==> config.mk <==
export PLATFORM = sky130hd
export DESIGN_NAME = rob_commit_ctrl_flat
export DESIGN_NICKNAME = d
export VERILOG_FILES = /design/src/rtl/rob_commit_ctrl_if.sv /design/src/rtl/rob_commit_ctrl.sv /design/src/flat_wrapper.sv
export SDC_FILE = /design/constraint.sdc
export NUM_CORES = 2
export LEC_CHECK = 0
export ABC_AREA = 1
export CAP_MARGIN = 10
export CORE_MARGIN = 3
export CORE_UTILIZATION = 58
export DETAILED_ROUTE_END_ITERATION = 10
export GPL_ROUTABILITY_DRIVEN = 0
export PLACE_DENSITY_LB_ADDON = 0.2
export SETUP_SLACK_MARGIN = 0.3
export SKIP_CTS_REPAIR_TIMING = 1
export SYNTH_ARGS = -nofsm -noshare
export SYNTH_HDL_FRONTEND = slang
export SYNTH_SLANG_ARGS = --single-unit
==> constraint.sdc <==
create_clock -name clk -period 29.7 [get_ports clk]
set_input_delay 4.455 -clock clk [delete_from_list [all_inputs] [get_ports clk]]
set_output_delay 4.455 -clock clk [all_outputs]
set_load 0.01 [all_outputs]
==> src/rtl/rob_commit_ctrl_if.sv <==
// Dispatcher, CDB, operand-query and commit/flush bundle of the reorder-buffer sequencer.
// The master side drives requests and broadcasts; the slave side is rob_commit_ctrl.
interface rob_commit_ctrl_if #(
    parameter int TAG_W = 5
);
    logic             alloc_valid;
    logic [4:0]       alloc_rd;
    logic             alloc_ready;
    logic [TAG_W-1:0] alloc_tag;

    logic             cdb_valid;
    logic [TAG_W-1:0] cdb_tag;
    logic [31:0]      cdb_data;
    logic             cdb_mispredict;

    logic [TAG_W-1:0] query_tag1;
    logic [TAG_W-1:0] query_tag2;
    logic             query_ready1;
    logic             query_ready2;
    logic [31:0]      query_data1;
    logic [31:0]      query_data2;

    logic             rf_commit_valid;
    logic [4:0]       rf_commit_dest;
    logic [TAG_W-1:0] rf_commit_tag;
    logic [31:0]      rf_commit_data;
    logic             rf_flush;
    logic             rob_empty;

    modport master (
        output alloc_valid, alloc_rd, cdb_valid, cdb_tag, cdb_data, cdb_mispredict,
               query_tag1, query_tag2,
        input  alloc_ready, alloc_tag, query_ready1, query_ready2, query_data1, query_data2,
               rf_commit_valid, rf_commit_dest, rf_commit_tag, rf_commit_data, rf_flush, rob_empty
    );

    modport slave (
        input  alloc_valid, alloc_rd, cdb_valid, cdb_tag, cdb_data, cdb_mispredict,
               query_tag1, query_tag2,
        output alloc_ready, alloc_tag, query_ready1, query_ready2, query_data1, query_data2,
               rf_commit_valid, rf_commit_dest, rf_commit_tag, rf_commit_data, rf_flush, rob_empty
    );
endinterface

==> src/rtl/rob_commit_ctrl.sv <==
// In-order retire sequencer for the reorder buffer: allocates tags, captures CDB results, commits
// to the register file and flushes on a mispredicted retire. Optional macro: COMMIT_BYPASS_EN.
module rob_commit_ctrl #(
    parameter int DEPTH = 16,
    parameter int TAG_W = 5
) (
    input  logic             clk,
    input  logic             rst,
    input  logic             rdy,
    rob_commit_ctrl_if.slave bus
);
    localparam int IDX_W = $clog2(DEPTH);
    localparam int CNT_W = IDX_W + 1;
    localparam logic [CNT_W-1:0] DEPTH_CNT = CNT_W'(DEPTH);
    localparam logic [TAG_W-1:0] DEPTH_TAG = TAG_W'(DEPTH);

    typedef enum logic [0:0] {
        ST_RUN   = 1'b0,
        ST_FLUSH = 1'b1
    } state_e;

    function automatic logic tag_in_range(input logic [TAG_W-1:0] tag);
        return (tag != {TAG_W{1'b0}}) && (tag <= DEPTH_TAG);
    endfunction

    function automatic logic [IDX_W-1:0] tag_to_idx(input logic [TAG_W-1:0] tag);
        return IDX_W'(tag - TAG_W'(1));
    endfunction

    function automatic logic [TAG_W-1:0] idx_to_tag(input logic [IDX_W-1:0] idx);
        return TAG_W'(idx) + TAG_W'(1);
    endfunction

    state_e                      state_q, state_d;
    logic [IDX_W-1:0]            head_q, head_d;
    logic [IDX_W-1:0]            tail_q, tail_d;
    logic [CNT_W-1:0]            count_q, count_d;
    logic [DEPTH-1:0]            valid_q, valid_d;
    logic [DEPTH-1:0]            ready_q, ready_d;
    logic [DEPTH-1:0]            mis_q, mis_d;
    logic [DEPTH-1:0][4:0]       rd_q, rd_d;
    logic [DEPTH-1:0][31:0]      data_q, data_d;
    logic                        commit_valid_q, commit_valid_d;
    logic [4:0]                  commit_dest_q, commit_dest_d;
    logic [TAG_W-1:0]            commit_tag_q, commit_tag_d;
    logic [31:0]                 commit_data_q, commit_data_d;
    logic                        flush_q, flush_d;

    logic                        alloc_ready_s;
    logic                        alloc_acc_s;
    logic [IDX_W-1:0]            cdb_idx_s;
    logic                        cdb_hit_s;
    logic [TAG_W-1:0]            head_tag_s;
    logic                        retire_s;
    logic                        retire_mis_s;
    logic [31:0]                 retire_data_s;
    logic [IDX_W-1:0]            q1_idx_s, q2_idx_s;

    // Decode CDB hit, retire decision and operand-query results from the current state.
    always_comb begin
        alloc_ready_s = (state_q == ST_RUN) && (count_q < DEPTH_CNT);
        alloc_acc_s   = bus.alloc_valid && alloc_ready_s;
        cdb_idx_s     = tag_to_idx(bus.cdb_tag);
        q1_idx_s      = tag_to_idx(bus.query_tag1);
        q2_idx_s      = tag_to_idx(bus.query_tag2);
        head_tag_s    = idx_to_tag(head_q);
        cdb_hit_s     = 1'b0;
        retire_s      = 1'b0;
        retire_mis_s  = mis_q[head_q];
        retire_data_s = data_q[head_q];
        bus.query_ready1 = 1'b0;
        bus.query_data1  = 32'h0000_0000;
        bus.query_ready2 = 1'b0;
        bus.query_data2  = 32'h0000_0000;

        if ((state_q == ST_RUN) && bus.cdb_valid && tag_in_range(bus.cdb_tag)) begin
            cdb_hit_s = valid_q[cdb_idx_s];
        end else begin
            cdb_hit_s = 1'b0;
        end

        if ((state_q == ST_RUN) && valid_q[head_q] && ready_q[head_q]) begin
            retire_s = 1'b1;
`ifdef COMMIT_BYPASS_EN
        end else if ((state_q == ST_RUN) && valid_q[head_q] && cdb_hit_s &&
                     (bus.cdb_tag == head_tag_s) && !bus.cdb_mispredict) begin
            retire_s      = 1'b1;
            retire_mis_s  = 1'b0;
            retire_data_s = bus.cdb_data;
`endif
        end else begin
            retire_s = 1'b0;
        end

        // A registered result wins; otherwise a same-cycle broadcast is forwarded.
        if (tag_in_range(bus.query_tag1) && valid_q[q1_idx_s] && ready_q[q1_idx_s]) begin
            bus.query_ready1 = 1'b1;
            bus.query_data1  = data_q[q1_idx_s];
        end else if (cdb_hit_s && (bus.cdb_tag == bus.query_tag1)) begin
            bus.query_ready1 = 1'b1;
            bus.query_data1  = bus.cdb_data;
        end else begin
            bus.query_ready1 = 1'b0;
        end

        if (tag_in_range(bus.query_tag2) && valid_q[q2_idx_s] && ready_q[q2_idx_s]) begin
            bus.query_ready2 = 1'b1;
            bus.query_data2  = data_q[q2_idx_s];
        end else if (cdb_hit_s && (bus.cdb_tag == bus.query_tag2)) begin
            bus.query_ready2 = 1'b1;
            bus.query_data2  = bus.cdb_data;
        end else begin
            bus.query_ready2 = 1'b0;
        end
    end

    // Next-state: allocate at tail, capture CDB, retire head, flush on mispredicted retire.
    always_comb begin
        state_d        = state_q;
        head_d         = head_q;
        tail_d         = tail_q;
        count_d        = count_q;
        valid_d        = valid_q;
        ready_d        = ready_q;
        mis_d          = mis_q;
        rd_d           = rd_q;
        data_d         = data_q;
        commit_valid_d = commit_valid_q;
        commit_dest_d  = commit_dest_q;
        commit_tag_d   = commit_tag_q;
        commit_data_d  = commit_data_q;
        flush_d        = flush_q;

        if (rdy) begin
            commit_valid_d = 1'b0;
            flush_d        = 1'b0;

            if (alloc_acc_s) begin
                valid_d[tail_q] = 1'b1;
                ready_d[tail_q] = 1'b0;
                mis_d[tail_q]   = 1'b0;
                rd_d[tail_q]    = bus.alloc_rd;
                tail_d          = tail_q + IDX_W'(1);
            end else begin
                tail_d = tail_q;
            end

            if (cdb_hit_s) begin
                ready_d[cdb_idx_s] = 1'b1;
                data_d[cdb_idx_s]  = bus.cdb_data;
                mis_d[cdb_idx_s]   = bus.cdb_mispredict;
            end else begin
                data_d = data_q;
            end

            if (retire_s) begin
                valid_d[head_q] = 1'b0;
                ready_d[head_q] = 1'b0;
                head_d          = head_q + IDX_W'(1);
                commit_valid_d  = 1'b1;
                commit_dest_d   = rd_q[head_q];
                commit_tag_d    = head_tag_s;
                commit_data_d   = retire_data_s;
            end else begin
                head_d = head_q;
            end

            case ({alloc_acc_s, retire_s})
                2'b10:   count_d = count_q + CNT_W'(1);
                2'b01:   count_d = count_q - CNT_W'(1);
                default: count_d = count_q;
            endcase

            // Everything younger than a mispredicted retire is wrong-path work.
            if (retire_s && retire_mis_s) begin
                valid_d = {DEPTH{1'b0}};
                ready_d = {DEPTH{1'b0}};
                mis_d   = {DEPTH{1'b0}};
                head_d  = {IDX_W{1'b0}};
                tail_d  = {IDX_W{1'b0}};
                count_d = {CNT_W{1'b0}};
                state_d = ST_FLUSH;
            end else if (state_q == ST_FLUSH) begin
                flush_d = 1'b1;
                state_d = ST_RUN;
            end else begin
                state_d = state_q;
            end
        end else begin
            state_d = state_q;
        end
    end

    // State and registered-output flops.
    always_ff @(posedge clk or posedge rst) begin
        if (rst) begin
            state_q        <= ST_RUN;
            head_q         <= {IDX_W{1'b0}};
            tail_q         <= {IDX_W{1'b0}};
            count_q        <= {CNT_W{1'b0}};
            valid_q        <= {DEPTH{1'b0}};
            ready_q        <= {DEPTH{1'b0}};
            mis_q          <= {DEPTH{1'b0}};
            rd_q           <= {(DEPTH*5){1'b0}};
            data_q         <= {(DEPTH*32){1'b0}};
            commit_valid_q <= 1'b0;
            commit_dest_q  <= 5'd0;
            commit_tag_q   <= {TAG_W{1'b0}};
            commit_data_q  <= 32'h0000_0000;
            flush_q        <= 1'b0;
        end else begin
            state_q        <= state_d;
            head_q         <= head_d;
            tail_q         <= tail_d;
            count_q        <= count_d;
            valid_q        <= valid_d;
            ready_q        <= ready_d;
            mis_q          <= mis_d;
            rd_q           <= rd_d;
            data_q         <= data_d;
            commit_valid_q <= commit_valid_d;
            commit_dest_q  <= commit_dest_d;
            commit_tag_q   <= commit_tag_d;
            commit_data_q  <= commit_data_d;
            flush_q        <= flush_d;
        end
    end

    // While frozen a pending pulse is held back, so it shows exactly once after rdy returns.
    assign bus.alloc_ready     = alloc_ready_s;
    assign bus.alloc_tag       = idx_to_tag(tail_q);
    assign bus.rob_empty       = (count_q == {CNT_W{1'b0}});
    assign bus.rf_commit_valid = commit_valid_q & rdy;
    assign bus.rf_commit_dest  = commit_dest_q;
    assign bus.rf_commit_tag   = commit_tag_q;
    assign bus.rf_commit_data  = commit_data_q;
    assign bus.rf_flush        = flush_q & rdy;
endmodule

==> src/flat_wrapper.sv <==
// flat-port wrapper written by rule: the top's interface ports become plain ports
module rob_commit_ctrl_flat 
#(
    parameter int DEPTH = 16,
    parameter int TAG_W = 5
)
  (clk, rst, rdy, bus_alloc_valid, bus_alloc_rd, bus_cdb_valid, bus_cdb_tag, bus_cdb_data, bus_cdb_mispredict, bus_query_tag1, bus_query_tag2, bus_alloc_ready, bus_alloc_tag, bus_query_ready1, bus_query_ready2, bus_query_data1, bus_query_data2, bus_rf_commit_valid, bus_rf_commit_dest, bus_rf_commit_tag, bus_rf_commit_data, bus_rf_flush, bus_rob_empty);
  rob_commit_ctrl_if #(.TAG_W(TAG_W)) bus_i ();
  input  logic clk;
  input  logic rst;
  input  logic rdy;
  input wire logic [$bits(bus_i.alloc_valid)-1:0] bus_alloc_valid;
  input wire logic [$bits(bus_i.alloc_rd)-1:0] bus_alloc_rd;
  input wire logic [$bits(bus_i.cdb_valid)-1:0] bus_cdb_valid;
  input wire logic [$bits(bus_i.cdb_tag)-1:0] bus_cdb_tag;
  input wire logic [$bits(bus_i.cdb_data)-1:0] bus_cdb_data;
  input wire logic [$bits(bus_i.cdb_mispredict)-1:0] bus_cdb_mispredict;
  input wire logic [$bits(bus_i.query_tag1)-1:0] bus_query_tag1;
  input wire logic [$bits(bus_i.query_tag2)-1:0] bus_query_tag2;
  output wire logic [$bits(bus_i.alloc_ready)-1:0] bus_alloc_ready;
  output wire logic [$bits(bus_i.alloc_tag)-1:0] bus_alloc_tag;
  output wire logic [$bits(bus_i.query_ready1)-1:0] bus_query_ready1;
  output wire logic [$bits(bus_i.query_ready2)-1:0] bus_query_ready2;
  output wire logic [$bits(bus_i.query_data1)-1:0] bus_query_data1;
  output wire logic [$bits(bus_i.query_data2)-1:0] bus_query_data2;
  output wire logic [$bits(bus_i.rf_commit_valid)-1:0] bus_rf_commit_valid;
  output wire logic [$bits(bus_i.rf_commit_dest)-1:0] bus_rf_commit_dest;
  output wire logic [$bits(bus_i.rf_commit_tag)-1:0] bus_rf_commit_tag;
  output wire logic [$bits(bus_i.rf_commit_data)-1:0] bus_rf_commit_data;
  output wire logic [$bits(bus_i.rf_flush)-1:0] bus_rf_flush;
  output wire logic [$bits(bus_i.rob_empty)-1:0] bus_rob_empty;
  assign bus_i.alloc_valid = bus_alloc_valid;
  assign bus_i.alloc_rd = bus_alloc_rd;
  assign bus_i.cdb_valid = bus_cdb_valid;
  assign bus_i.cdb_tag = bus_cdb_tag;
  assign bus_i.cdb_data = bus_cdb_data;
  assign bus_i.cdb_mispredict = bus_cdb_mispredict;
  assign bus_i.query_tag1 = bus_query_tag1;
  assign bus_i.query_tag2 = bus_query_tag2;
  assign bus_alloc_ready = bus_i.alloc_ready;
  assign bus_alloc_tag = bus_i.alloc_tag;
  assign bus_query_ready1 = bus_i.query_ready1;
  assign bus_query_ready2 = bus_i.query_ready2;
  assign bus_query_data1 = bus_i.query_data1;
  assign bus_query_data2 = bus_i.query_data2;
  assign bus_rf_commit_valid = bus_i.rf_commit_valid;
  assign bus_rf_commit_dest = bus_i.rf_commit_dest;
  assign bus_rf_commit_tag = bus_i.rf_commit_tag;
  assign bus_rf_commit_data = bus_i.rf_commit_data;
  assign bus_rf_flush = bus_i.rf_flush;
  assign bus_rob_empty = bus_i.rob_empty;
  rob_commit_ctrl #(.DEPTH(DEPTH), .TAG_W(TAG_W)) u_core (.clk(clk), .rst(rst), .rdy(rdy), .bus(bus_i));
endmodule
Word level (Yosys, flattened, before mapping)
Index checks and enable logic that the tools add are counted.

cells by class
  $add $sub $neg = 9
  magnitude comparators = 12
  equal/unequal tests = 4
  muxes and demuxes = 71
  bitwise operators = 11
  reduce and logical (&&, ||, !) cells = 32

operators with widths
  operator             count
  $bwmux 512           1
  $bmux 32 s4          3
  $mux 32              8
  $mux 16              14
  $demux 32 s4         1
  $bwmux 80            1
  $and 16x16->16       4
  $bmux 1 s4           8
  $not 16->16          2
  $or 16x16->16        2
  $lt 4x5->1 const B   5
  $mux 1               21
  $bmux 5 s4           1
  $demux 5 s4          1
  $logic_and 1x1->1    19
  $bwmux 16            1
  $mux 4               4
  $le 5x5->1 const B   3
  $mux 5               3
  $reduce_bool 5->1    3
  $demux 1 s4          3
  $ge 4x1->1 const B   3
  $reduce_and 2->1     6
  $sub 4x1->4 const B  3
  14 further kinds     19

storage, ports and cells
  register bits = 698
  input port bits = 58
  output and inout port bits = 117
  logic and storage cells = 183

Longest topological paths before layout
  word-level depth = 14
  depth in mapped cells = 21
  gate-level depth less buffers = 20

Worst setup path before layout
Ideal clock, no wire load.

  path type = input -> output
  start point = input port bus_query_tag1[0]
  end point = output port bus_query_data1[10]
  data arrival time = 6.864 ns
  required time = 25.245 ns
  path slack = 18.381 ns
  stages on the path = 16
  path buffers = 6
  path through = inv_2 -> clkbuf_1 -> clkbuf_1 -> ha_1 -> buf_2 -> clkbuf_1 -> nand3_1 -> o311ai_0 -> nand3_1 -> nand3_1 -> nand3_1 -> inv_2 -> buf_2 -> buf_2 -> nand2_1 -> nand2_1

on the way
  cells in the longest elaborated chain, start to end = 6
  elaborated cells on any way between the ends = 16
  classes of those cells = add/sub: 1; order compare: 1; eq/ne: 1; mux: 8; reduce/logical: 5

ends and longest elaborated chain
  element                          RTL line               source
  start: declaration               flat_wrapper.sv:18     input wire logic [$bits(bus_i.query_tag1)-1:0] bus_query_tag1;
  $sub 4x1->4                      rob_commit_ctrl.sv:27  return IDX_W'(tag - TAG_W'(1));
  $bmux 1 s4                       rob_commit_ctrl.sv:96  if (tag_in_range(bus.query_tag1) && valid_q[q1_idx_s] && ready_q[q1_idx_s]) begin
  $mux 1 (not written as such)     rob_commit_ctrl.sv:96
  $logic_and 1x1->1 (2 in series)  rob_commit_ctrl.sv:96
  $mux 32 (*)                      rob_commit_ctrl.sv:96
  end: declaration                 flat_wrapper.sv:24     output wire logic [$bits(bus_i.query_data1)-1:0] bus_query_data1;

Mark *: on every way between the ends. The rest lies on a longest branch, timed or not. The select of a mux whose other input is x is not followed.

Worst setup path in the final report
  start point = input port bus_query_tag2[0]
  end point = output port bus_query_ready2

on the way
  cells in the longest elaborated chain, start to end = 6
  elaborated cells on any way between the ends = 14
  classes of those cells = add/sub: 1; order compare: 1; eq/ne: 1; mux: 6; reduce/logical: 5

ends and longest elaborated chain
  element                          RTL line                source
  start: declaration               flat_wrapper.sv:19      input wire logic [$bits(bus_i.query_tag2)-1:0] bus_query_tag2;
  $sub 4x1->4                      rob_commit_ctrl.sv:27
  $bmux 1 s4                       rob_commit_ctrl.sv:106  if (tag_in_range(bus.query_tag2) && valid_q[q2_idx_s] && ready_q[q2_idx_s]) begin
  $mux 1 (not written as such)     rob_commit_ctrl.sv:106
  $logic_and 1x1->1 (2 in series)  rob_commit_ctrl.sv:106
  $mux 1 (*)                       rob_commit_ctrl.sv:106
  end: declaration                 flat_wrapper.sv:23      output wire logic [$bits(bus_i.query_ready2)-1:0] bus_query_ready2;

Marked as above.

==> results list <==
- IR analysis of the VDD net gives a maximum drop of 81.4 uV.
- Count of TritonRoute iterations in the first routing pass: 10
* RSZ-0062 raised after global routing: no
- Number of top-level pins: 175
- Clock tree root buffer cell: sky130_fd_sc_hd__clkbuf_16
- Clock latency on the worst-skew pair: ~640 ps
* Number of distinct standard cells referenced by the synthesized netlist: 45
- The final layout contains between 5000 and 6000 nets.
- Nature of the critical path endpoint: output port
* Cell types with the largest area share after synthesis: sky130_fd_sc_hd__dfrtp_1, sky130_fd_sc_hd__o21ai_0, sky130_fd_sc_hd__a21oi_1
- The H-tree was split into 3 levels.
- The hold violation count in the final report is 0.
* Ys flop type: sky130_fd_sc_hd__dfrtp_1
* Dpl ws: 14600 ps
* Total congestion overflow: 0
* Die Width: 277 um
* Cell types with the highest counts after synthesis: sky130_fd_sc_hd__o21ai_0, sky130_fd_sc_hd__a21oi_1, sky130_fd_sc_hd__nand2_1
- Max-cap violations: 0
- The first global-routing pass estimated 244000 um of wire.
- Post-Syn Area: 42600 um^2
- Worst path required time: 25240 ps
- Setup violations remaining at the end of the flow were counted as 0.
- Input and output buffers added on the ports amount to 174.
- After routing the design area is between 40000 and 50000 um^2.
- Slowest Stage Delay on Critical Path: 900 ps
- Worst max-slew margin expressed relative to the limit: 8.23%
* Synth warnings: 0
- Vias in the first global route: 41400
* Starting utilization of the core area: 59.1%
* Rows: 98
- Across the routed clock network, the largest skew measured is 19.4 ps.
* Per-instance average area after synthesis: approximately 7.2 um^2
- Counting every net in the synthesized netlist gives 6022.
- Of the available clock period, the critical path in the final layout requires roughly 52%.
* Height of the die: 277 um
* Antenna violations before repair: 2
- Final Instance Count excl. Fillers: between 6000 and 7000
- Async S/R FF share, synth: 100%
- Final slew viol count: 0
* Synthesized instance count: just under 6000
* Average wire per cell in the routed design: 23.6 um
* Power density of the placed cells: 78.7 nW/um^2
* Number of buffers created by CTS: between 70 and 80
* Estimated wirelength of the detail-placed design: around 86000 um
- The worst hold path belongs to the class reg -> reg.
- CP arrival: 10990 ps
- In the routed design, unresolved DRC markers number 0.
- The run finished with clean final reports.
- Clock-pin slew was measured on the worst setup and hold paths at 50 ps.
- Final Routed Wirelength: 159000 um
- Leakage power of the design: 19.9 nW
- The floorplan step defined a die boundary enclosing between 70000 and 80000 um^2.
* Global router's overall resource usage: 40.1%
- Fraction of layout cells with a size suffix above 1: under 10%
- Proportion of synthesized chip area in sequential cells: 41.0%
- At the pin with the least slew margin, the transition time is 1370 ps.
- Routed Antenna Nets: 0
- CTS Sinks: around 700
- Accumulated negative setup slack: 0 ps
- In this run, placement finished with an instance count of 6595.
- Largest net degree at the start of global routing: between 200 and 250
- Maximum fanout along the worst path: 123
* DRT iter0 DRCs: 7606
* Vias per Instance: 6.66
* CP cell instances: buf_8 -> inv_6 -> ha_4 -> buf_4 -> buf_4 -> inv_4 -> a21oi_1 -> o21ai_0 -> nand3_1 -> nand3_1 -> nand3_2 -> buf_4 -> inv_2 -> or2_2 -> clkdlybuf4s50_1
- Yosys instantiated no cell more often than sky130_fd_sc_hd__o21ai_0.
* Vias after detailed routing: 44800
* Fmax: 0.0647 GHz
- Max stage delay cell, worst path: sky130_fd_sc_hd__buf_4
- Clock tree from TritonCTS: yes
- After synthesis the netlist holds a flip-flop and latch count of ~700.
- After layout, the minimum clock period comes to 15450 ps.
- Number of enable flip-flop cells after synthesis: 0
- Layout Utilization: 64.3%
- Worst hold margin: between 400 and 500 ps
* Most common cell type on the critical path: sky130_fd_sc_hd__buf_4
- Post-route worst setup slack: 14250 ps
* Max clock buf depth: 3
- Post-synth top area share: about 41%
- The worst setup path is of the in -> out kind.
- The biggest area contributor in the post-synthesis netlist is sky130_fd_sc_hd__dfrtp_1.
- Area growth from synthesis to layout: 8.94%
* Placed instance area: 43900 um^2
- Critical path startpoint category: input pin
- After floorplanning, the core was sized to cover between 70000 and 80000 um^2.
* Total power: between 3 and 4 mW
[cell families (layout without fill, tap and decap cells)]
| family | count (synthesis) | in the layout | synth area share [%] |
|---|---|---|---|
| multiplexers | 53 | 53 | 1.40 |
| other | 0 | 3 | 0 |
| XOR/XNOR | 18 | 18 | 0.414 |
| AND/OR/NAND/NOR | 1584 | 1584 | 16.1 |
| AO/OA/AOI/OAI | 2553 | 2553 | 31.1 |
| flip-flops | 698 | 698 | 41.0 |
| adder cells (fa/ha/maj) | 18 | 18 | 0.529 |
| buffers and inverters | 1022 | 856 | 9.52 |
[where the power goes]
group | internal, mW | switching [mW] | total [mW]
registers | 1.18 | 0.168 | 1.35
logic | 0.429 | 0.919 | 1.35
clock network | 0.541 | 0.409 | 0.950
[critical path: cells and delay by family]
family / cells / cell delay, ps
AO/OA/AOI/OAI: 2 / 320
AND/OR/NAND/NOR: 4 / 810
adder cells (fa/ha/maj): 1 / 630
buffers and inverters: 8 / 4660
[placed cells by master (no fill, tap or decap), types with 30 or more instances in the layout]
| cell type | n |
|---|---|
| sky130_fd_sc_hd__o21ai_0 | 1365 |
| sky130_fd_sc_hd__a21oi_1 | 997 |
| sky130_fd_sc_hd__nand2_1 | 904 |
| sky130_fd_sc_hd__dfrtp_1 | 696 |
| sky130_fd_sc_hd__nand3_1 | 504 |
| sky130_fd_sc_hd__inv_1 | 457 |
| sky130_fd_sc_hd__clkdlybuf4s50_1 | 172 |
| sky130_fd_sc_hd__nor2_1 | 123 |
| sky130_fd_sc_hd__clkbuf_16 | 79 |
| sky130_fd_sc_hd__o21a_1 | 64 |
| sky130_fd_sc_hd__buf_4 | 63 |
| sky130_fd_sc_hd__mux2_2 | 53 |
| sky130_fd_sc_hd__o41ai_1 | 32 |
| sky130_fd_sc_hd__o22ai_1 | 30 |
[registers in the layout, indices dropped and copies added, names as in the netlist]
register                   count
u_core.data_q                512
u_core.count_q                 5
u_core.state_q                 1
u_core.rd_q                   80
u_core.head_q                  4
u_core.flush_q                 1
u_core.mis_q                  16
u_core.bus.rf_commit_data     32
u_core.commit_valid_q          1
u_core.valid_q                16
u_core.ready_q                16
u_core.tail_q                  4
u_core.bus.rf_commit_tag       5
u_core.bus.rf_commit_dest      5
[per-layer routing]
layer	part of all wire (%)	routed length, um	vias to the layer above	track usage, %
met5	0	0	-	0
met4	5.9	9300	0	20.5
met3	15	23800	737	11.5
met2	42	65900	3622	58.1
met1	38	59600	20600	54.9
li1	-	-	19900	-
[path summary, 6_finish.rpt]
check	start	slack, ps	cells past startpoint	endpoint
max	bus_query_tag2[0]	14250	15	bus_query_ready2
min	u_core.data_q[82]$_DFFE_PP0P_	490	2	u_core.data_q[82]$_DFFE_PP0P_
max reg2reg	u_core.head_q[0]$_DFFE_PP0P_	24450	15	u_core.count_q[3]$_DFFE_PP0P_
min reg2reg	u_core.data_q[82]$_DFFE_PP0P_	490	2	u_core.data_q[82]$_DFFE_PP0P_
max in group asynchronous	rst	22250	5	u_core.data_q[346]$_DFFE_PP0P_
min in group asynchronous	rst	4380	2	u_core.rd_q[66]$_DFFE_PP0P_
[cell type report]
type	instances	area [um^2]
sequential	698	17500
tap	950	1190
clock buffer	119	2300
clock inverter	16	135
inverter	482	1850
timing repair buffer	239	2260
multi-input combinational	4226	21200
antenna	3	7.51
fill	6421	25700
Power figures use the tool's default switching activity.
